**config.mk**
```make
export PLATFORM = sky130hd
export DESIGN_NAME = clk_div_prog
export DESIGN_NICKNAME = d
export VERILOG_FILES = /design/src/rtl/clk_div_pkg.sv /design/src/rtl/clk_div_chan.sv /design/src/rtl/clk_div_prog.sv
export SDC_FILE = /design/constraint.sdc
export NUM_CORES = 1
export LEC_CHECK = 0
export ABC_CLOCK_PERIOD_IN_PS = 4100
export BUFFER_PORTS_ARGS = -buffer_cell sky130_fd_sc_hd__buf_2
export CAP_MARGIN = 20
export CORE_MARGIN = 1
export CORE_UTILIZATION = 43
export DETAILED_ROUTE_END_ITERATION = 6
export GPL_ROUTABILITY_DRIVEN = 0
export PLACE_DENSITY = 0.66
export SLEW_MARGIN = 25
export SYNTH_ARGS = -nofsm -noshare
export SYNTH_HDL_FRONTEND = slang
export SYNTH_SLANG_ARGS = --single-unit
export TNS_END_PERCENT = 30
```
**constraint.sdc**
```tcl
create_clock -name clk_100m -period 4.1 [get_ports clk_100m]
set_input_delay 0.615 -clock clk_100m [delete_from_list [all_inputs] [get_ports clk_100m]]
set_output_delay 0.615 -clock clk_100m [all_outputs]
set_load 0.01 [all_outputs]
```
**src/rtl/clk_div_pkg.sv**
```systemverilog
// Shared constants and config clamping for the programmable clock divider.
package clk_div_pkg;

  localparam int CNT_W_DEF = 8;
  localparam int MIN_DIV   = 2;

  typedef struct packed {
    logic [31:0] div;
    logic [31:0] high;
  } cfg_pair_t;

  // Keeps duty strictly between 0% and 100%: div >= 2, 1 <= high <= div-1.
  function automatic cfg_pair_t clamp_cfg(input logic [31:0] div, input logic [31:0] high);
    cfg_pair_t r;
    r.div = (div < 32'(MIN_DIV)) ? 32'(MIN_DIV) : div;
    if (high == 32'd0)
      r.high = 32'd1;
    else if (high >= r.div)
      r.high = r.div - 32'd1;
    else
      r.high = high;
    return r;
  endfunction

endpackage

```
**src/rtl/clk_div_chan.sv**
```systemverilog
// One divider channel: counter, shadow/active config, registered clock and edge strobes.
module clk_div_chan
  import clk_div_pkg::*;
#(
  parameter int               CNT_W    = CNT_W_DEF,
  parameter logic [CNT_W-1:0] RST_DIV  = CNT_W'(10),
  parameter logic [CNT_W-1:0] RST_HIGH = CNT_W'(5)
) (
  input  logic             clk_100m,
  input  logic             rst,
  input  logic             i_en,
  input  logic [CNT_W-1:0] i_cfg_div,
  input  logic [CNT_W-1:0] i_cfg_high,
  input  logic             i_cfg_load,
  input  logic             i_sync,
  output logic             o_clk,
  output logic             o_rise,
  output logic             o_fall,
  output logic             o_pending
);

  localparam cfg_pair_t        RST_CFG    = clamp_cfg(32'(RST_DIV), 32'(RST_HIGH));
  localparam logic [CNT_W-1:0] RST_DIV_C  = CNT_W'(RST_CFG.div);
  localparam logic [CNT_W-1:0] RST_HIGH_C = CNT_W'(RST_CFG.high);

  logic [CNT_W-1:0] r_cnt;
  logic [CNT_W-1:0] r_div_act;
  logic [CNT_W-1:0] r_high_act;
  logic [CNT_W-1:0] r_div_sh;
  logic [CNT_W-1:0] r_high_sh;
  logic             r_pending;
  logic             r_clk;
  logic             r_rise;
  logic             r_fall;

  logic             w_wrap;
  logic             w_apply;
  logic [CNT_W-1:0] w_div_src;
  logic [CNT_W-1:0] w_high_src;
  cfg_pair_t        w_clamp;
  logic [CNT_W-1:0] w_cnt_eval;
  logic [CNT_W-1:0] w_cnt_next;
  logic             w_clk_next;

  assign w_wrap     = (r_cnt == r_div_act - CNT_W'(1));
  assign w_apply    = ~i_en | i_sync | w_wrap;
  // A load coinciding with an apply bypasses the shadow.
  assign w_div_src  = i_cfg_load ? i_cfg_div  : r_div_sh;
  assign w_high_src = i_cfg_load ? i_cfg_high : r_high_sh;
  assign w_clamp    = clamp_cfg(32'(w_div_src), 32'(w_high_src));
  // sync restarts the phase: this cycle is evaluated as if cnt were 0.
  assign w_cnt_eval = i_sync ? '0 : r_cnt;
  assign w_clk_next = i_en & (w_cnt_eval < r_high_act);

  always_comb begin
    w_cnt_next = r_cnt + CNT_W'(1);
    if (!i_en || i_sync || w_wrap)
      w_cnt_next = '0;
  end

  always_ff @(posedge clk_100m) begin
    if (rst) begin
      r_cnt      <= '0;
      r_clk      <= 1'b0;
      r_rise     <= 1'b0;
      r_fall     <= 1'b0;
      r_pending  <= 1'b0;
      r_div_act  <= RST_DIV_C;
      r_high_act <= RST_HIGH_C;
      r_div_sh   <= RST_DIV_C;
      r_high_sh  <= RST_HIGH_C;
    end else begin
      r_cnt  <= w_cnt_next;
      r_clk  <= w_clk_next;
      r_rise <= w_clk_next & ~r_clk;
      r_fall <= ~w_clk_next & r_clk;
      if (i_cfg_load) begin
        r_div_sh  <= i_cfg_div;
        r_high_sh <= i_cfg_high;
      end
      if (w_apply) begin
        r_div_act  <= CNT_W'(w_clamp.div);
        r_high_act <= CNT_W'(w_clamp.high);
        r_pending  <= 1'b0;
      end else if (i_cfg_load) begin
        r_pending  <= 1'b1;
      end
    end
  end

  assign o_clk     = r_clk;
  assign o_rise    = r_rise;
  assign o_fall    = r_fall;
  assign o_pending = r_pending;

endmodule

```
**src/rtl/clk_div_prog.sv**
```systemverilog
// Multi-channel programmable clock divider; slices flat config buses per channel.
module clk_div_prog
  import clk_div_pkg::*;
#(
  parameter int                      NUM_CH   = 2,
  parameter int                      CNT_W    = CNT_W_DEF,
  parameter logic [NUM_CH*CNT_W-1:0] RST_DIV  = {8'd4, 8'd10},
  parameter logic [NUM_CH*CNT_W-1:0] RST_HIGH = {8'd2, 8'd5}
) (
  input  logic                    clk_100m,
  input  logic                    rst,
  input  logic [NUM_CH-1:0]       ch_en,
  input  logic [NUM_CH*CNT_W-1:0] cfg_div,
  input  logic [NUM_CH*CNT_W-1:0] cfg_high,
  input  logic [NUM_CH-1:0]       cfg_load,
  input  logic                    sync,
  output logic [NUM_CH-1:0]       clk_out,
  output logic [NUM_CH-1:0]       stb_rise,
  output logic [NUM_CH-1:0]       stb_fall,
  output logic [NUM_CH-1:0]       cfg_pending
);

  generate
    for (genvar gi = 0; gi < NUM_CH; gi++) begin : g_ch
      clk_div_chan #(
        .CNT_W    (CNT_W),
        .RST_DIV  (RST_DIV[gi*CNT_W +: CNT_W]),
        .RST_HIGH (RST_HIGH[gi*CNT_W +: CNT_W])
      ) u_chan (
        .clk_100m   (clk_100m),
        .rst        (rst),
        .i_en       (ch_en[gi]),
        .i_cfg_div  (cfg_div[gi*CNT_W +: CNT_W]),
        .i_cfg_high (cfg_high[gi*CNT_W +: CNT_W]),
        .i_cfg_load (cfg_load[gi]),
        .i_sync     (sync),
        .o_clk      (clk_out[gi]),
        .o_rise     (stb_rise[gi]),
        .o_fall     (stb_fall[gi]),
        .o_pending  (cfg_pending[gi])
      );
    end
  endgenerate

endmodule

```
==> impl_metrics.py <==
metrics = {
    "final_layout": {
        "nets": 702,
        "utilization_pct": 50.0,
        "syn_to_final_growth_pct": 11.8,
        "drive_gt1_share_pct": 13.1,
        "antenna_cells": 0,
        "fill_cells": 1063,
    },
    "sta": {
        "finalCritPeriodShare_pct": 83.4,
        "final_hold_viol_count": 0,
        "skew_ns": 0.00557,
        "final.setup.tns_ns": 0,
        "worst_pin_slew_ns": 0.831,
        "relSlewSlack_pct": 44.6,
        "layout_min_cycle_time_ns": 3.42,
        "finalSetupViolations": 0,
        "drv_slew": 0,
        "rsz0062_at_grt": "no",
        "fmax_mhz": 293,
    },
    "floorplan": {
        "die_area_mm2": 0.0125,
        "rows": 39,
        "die_y_um": 112,
        "initial_utilization_pct": 44.7,
        "die_w_um": 112,
        "io_pins": 47,
        "core_area_mm2": 0.0116,
    },
    "grt": {
        "grt_start_max_net_pins": 33,
        "grt_first_pass_wirelength_um": 19800,
        "overflow": 0,
        "grt_pass1_vias": 4111,
        "antenna_found_initial": 0,
        "grt_usage_pct": 19.7,
    },
    "clock_network": {
        "cts_setup_buffers": 0,
        "cts_max_level": 3,
        "tritoncts": "done",
        "clk_path_buf_depth": 2,
        "clk_pin_slew_ns": 0.07,
        "hold_buffers": 0,
        "cts_root_buf": "clkbuf_16",
        "cts_buffers": 9,
        "clk_latency_ns": 0.34,
        "cts_sinks": 88,
        "post_cts_resized": 0,
    },
    "power": {
        "p_leak_nw": 2.56,
        "vdd.ir_drop.worst_mv": 0.233,
        "p_per_area_mw_per_mm2": 393,
    },
    "run_status": {
        "status": "complete, but fails checks",
        "failed_checks": "design-rule violations",
    },
    "synthesis": {
        "synth_largest_area_cell": "dfxtp_1",
        "synth-simple-area-share_pct": 19.5,
        "ys_ff_latch": 88,
        "synth_top_cell_area_share_pct": 34.1,
        "async_flop_share_pct": 0,
        "synth.most_common_cell": "dfxtp_1",
        "ys_seq_area_share_pct": 34.1,
        "muxShareOfSynthArea_pct": 8.01,
        "synthFlopType": "dfxtp_1",
        "synthCells": 597,
        "synth_top_family_by_area": "simple AND/OR/NAND/NOR gates",
        "synth_xor_area_share_pct": 6.77,
        "synth_adder_area_share_pct": 8.71,
        "yosys-top-cells-count": "88 x dfxtp_1, 63 x nor2_1, 45 x inv_1, 38 x mux2i_1, 36 x ha_1",
        "synth_nets": 672,
        "ys_warn_count": 0,
        "syn_area_per_cell_um2": 8.66,
        "synth-compound-area-share_pct": 16.4,
        "synth.top_cells.by_area": "dfxtp_1 34%, ha_1 8.7%, mux2i_1 7.4%",
        "synth_edf_count": 0,
        "synth_cell_types": 68,
        "post_synth_instance_area_mm2": 0.00517,
    },
    "detailed_routing": {
        "vias_per_cell": 5.55,
        "wl_per_cell_um": 15.2,
        "wl_um": 11800,
        "drt_iter0_drc": 197,
        "dr.pass1.iters": 6,
        "drc": 2,
        "num_vias": 4305,
        "ant_nets": 0,
    },
    "place": {
        "dp_hpwl_um": 8830,
        "port_buffers": 46,
    },
    "critical_path": {
        "worst_r2r_path_depth": 12,
        "crit_arrival_ns": 3.66,
        "cp-end-kind": "flip-flop",
        "worstPathMaxFanout": 13,
        "crit_required_ns": 4.34,
        "start_kind": "primary input",
        "critical_path_class": "in -> reg",
    },
    "hold_path": {
        "min-delay-path-class": "reg -> reg",
        "holdPathStages": 1,
    },
    "job": {
        "drv.max_cap_violation_count": 0,
    },
}
## cell type report
cell class                      instances  area [um^2]  share of cell area [%]
Multi-Input combinational cell        430         3070                    53.1
Sequential cell                        88         1760                    30.5
Timing Repair Buffer                   52          275                    4.76
Clock buffer                            9          225                    3.90
Tap cell                              143          179                    3.09
Inverter                               46          173                    2.99
Clock inverter                          7         95.1                    1.64
## layer usage
| metal | up-vias | share of wire (%) | track usage [%] |
|---|---|---|---|
| met5 | - | 0 | 0 |
| met4 | 0 | 1.7 | 8.02 |
| met3 | 15 | 3.3 | 2.89 |
| met2 | 85 | 45 | 31.0 |
| met1 | 2038 | 50 | 27.1 |
| li1 | 2167 | - | - |
## stage by stage
step | worst slack [ns] | instance area [um^2] | instances | hold slack (ns) | total power, mW
6_report | 0.682 | 5780 | 775 | 0.458 | 2.27
5_1_grt | 0.445 | 5780 | 775 | 0.496 | 2.38
4_1_cts | 0.727 | 5780 | 775 | 0.466 | 2.28
3_5_place_dp | 0.364 | 5460 | 759 | 0.461 | 1.39
3_3_place_gp | 0.566 | 5460 | 759 | 0.438 | 1.38
2_1_floorplan | 0.381 | 5170 | 597 | 0.424 | 1.28
## critical path, stage by stage
cell      delay [ns]
buf_2           0.24
nor4b_1         0.36
o22ai_1         0.22
o311ai_1        0.28
o21a_1          0.21
inv_1           0.07
ha_1            0.28
nand2b_1        0.15
a211oi_1        0.28
o221ai_1        0.18
and2_0          0.30
a211o_1         0.32
o21a_1          0.16
## cells in the final DEF (no fill, tap or decap), types with 3 or more instances in the layout
cell,count
dfxtp_1,88
a21oi_1,26
a21o_1,4
o21ai_0,9
a22o_1,11
mux2i_1,38
nand2_1,24
buf_2,46
nand2b_1,9
nor3_1,22
a211oi_1,6
nor2b_1,18
o2111ai_1,3
nor2_1,63
and3_1,8
nand3_1,24
nor4_1,10
o22ai_1,3
ha_1,36
nand4_1,3
nor3b_1,4
a31o_1,5
mux2_2,3
buf_4,6
o21a_1,6
o41ai_1,3
inv_1,45
clkbuf_16,9
and2_1,4
o31ai_1,3
xnor2_1,18
xor2_1,22
o21ai_1,4
## final timing paths
path                                                  from                            to  slack [ns]
worst min register to register        g_ch[1].u_chan.o_clk         g_ch[1].u_chan.o_rise        0.46
worst max-delay path                           cfg_load[0]  g_ch[0].u_chan.r_high_act[2]        0.68
worst min-delay path                  g_ch[1].u_chan.o_clk         g_ch[1].u_chan.o_rise        0.46
worst max register to register  g_ch[0].u_chan.r_div_sh[7]  g_ch[0].u_chan.r_high_act[2]        0.97
## power breakdown
| group | switching [mW] | leakage [nW] | total [mW] | internal [mW] |
|---|---|---|---|---|
| sequential | 0.0415 | 0.724 | 0.953 | 0.912 |
| clock | 0.360 | 0.156 | 0.895 | 0.535 |
| combinational | 0.243 | 1.69 | 0.426 | 0.183 |
## cells by family (layout without fill, tap and decap cells)
| logic type | count (synthesis) | after routing |
|---|---|---|
| flip-flops | 88 | 88 |
| AND/OR/NAND/NOR | 199 | 199 |
| adder cells (fa/ha/maj) | 36 | 36 |
| AO/OA/AOI/OAI | 114 | 114 |
| XOR/XNOR | 40 | 40 |
| buffers and inverters | 79 | 114 |
| multiplexers | 41 | 41 |
## sequential cells by signal, summed over array words and instances (netlist names)
name	count
g_ch.u_chan.r_high_sh	16
g_ch.u_chan.o_fall	2
g_ch.u_chan.r_div_sh	16
g_ch.u_chan.o_rise	2
g_ch.u_chan.o_pending	2
g_ch.u_chan.r_div_act	16
g_ch.u_chan.o_clk	2
g_ch.u_chan.r_cnt	16
g_ch.u_chan.r_high_act	16
(Power assumes the default switching activity.)
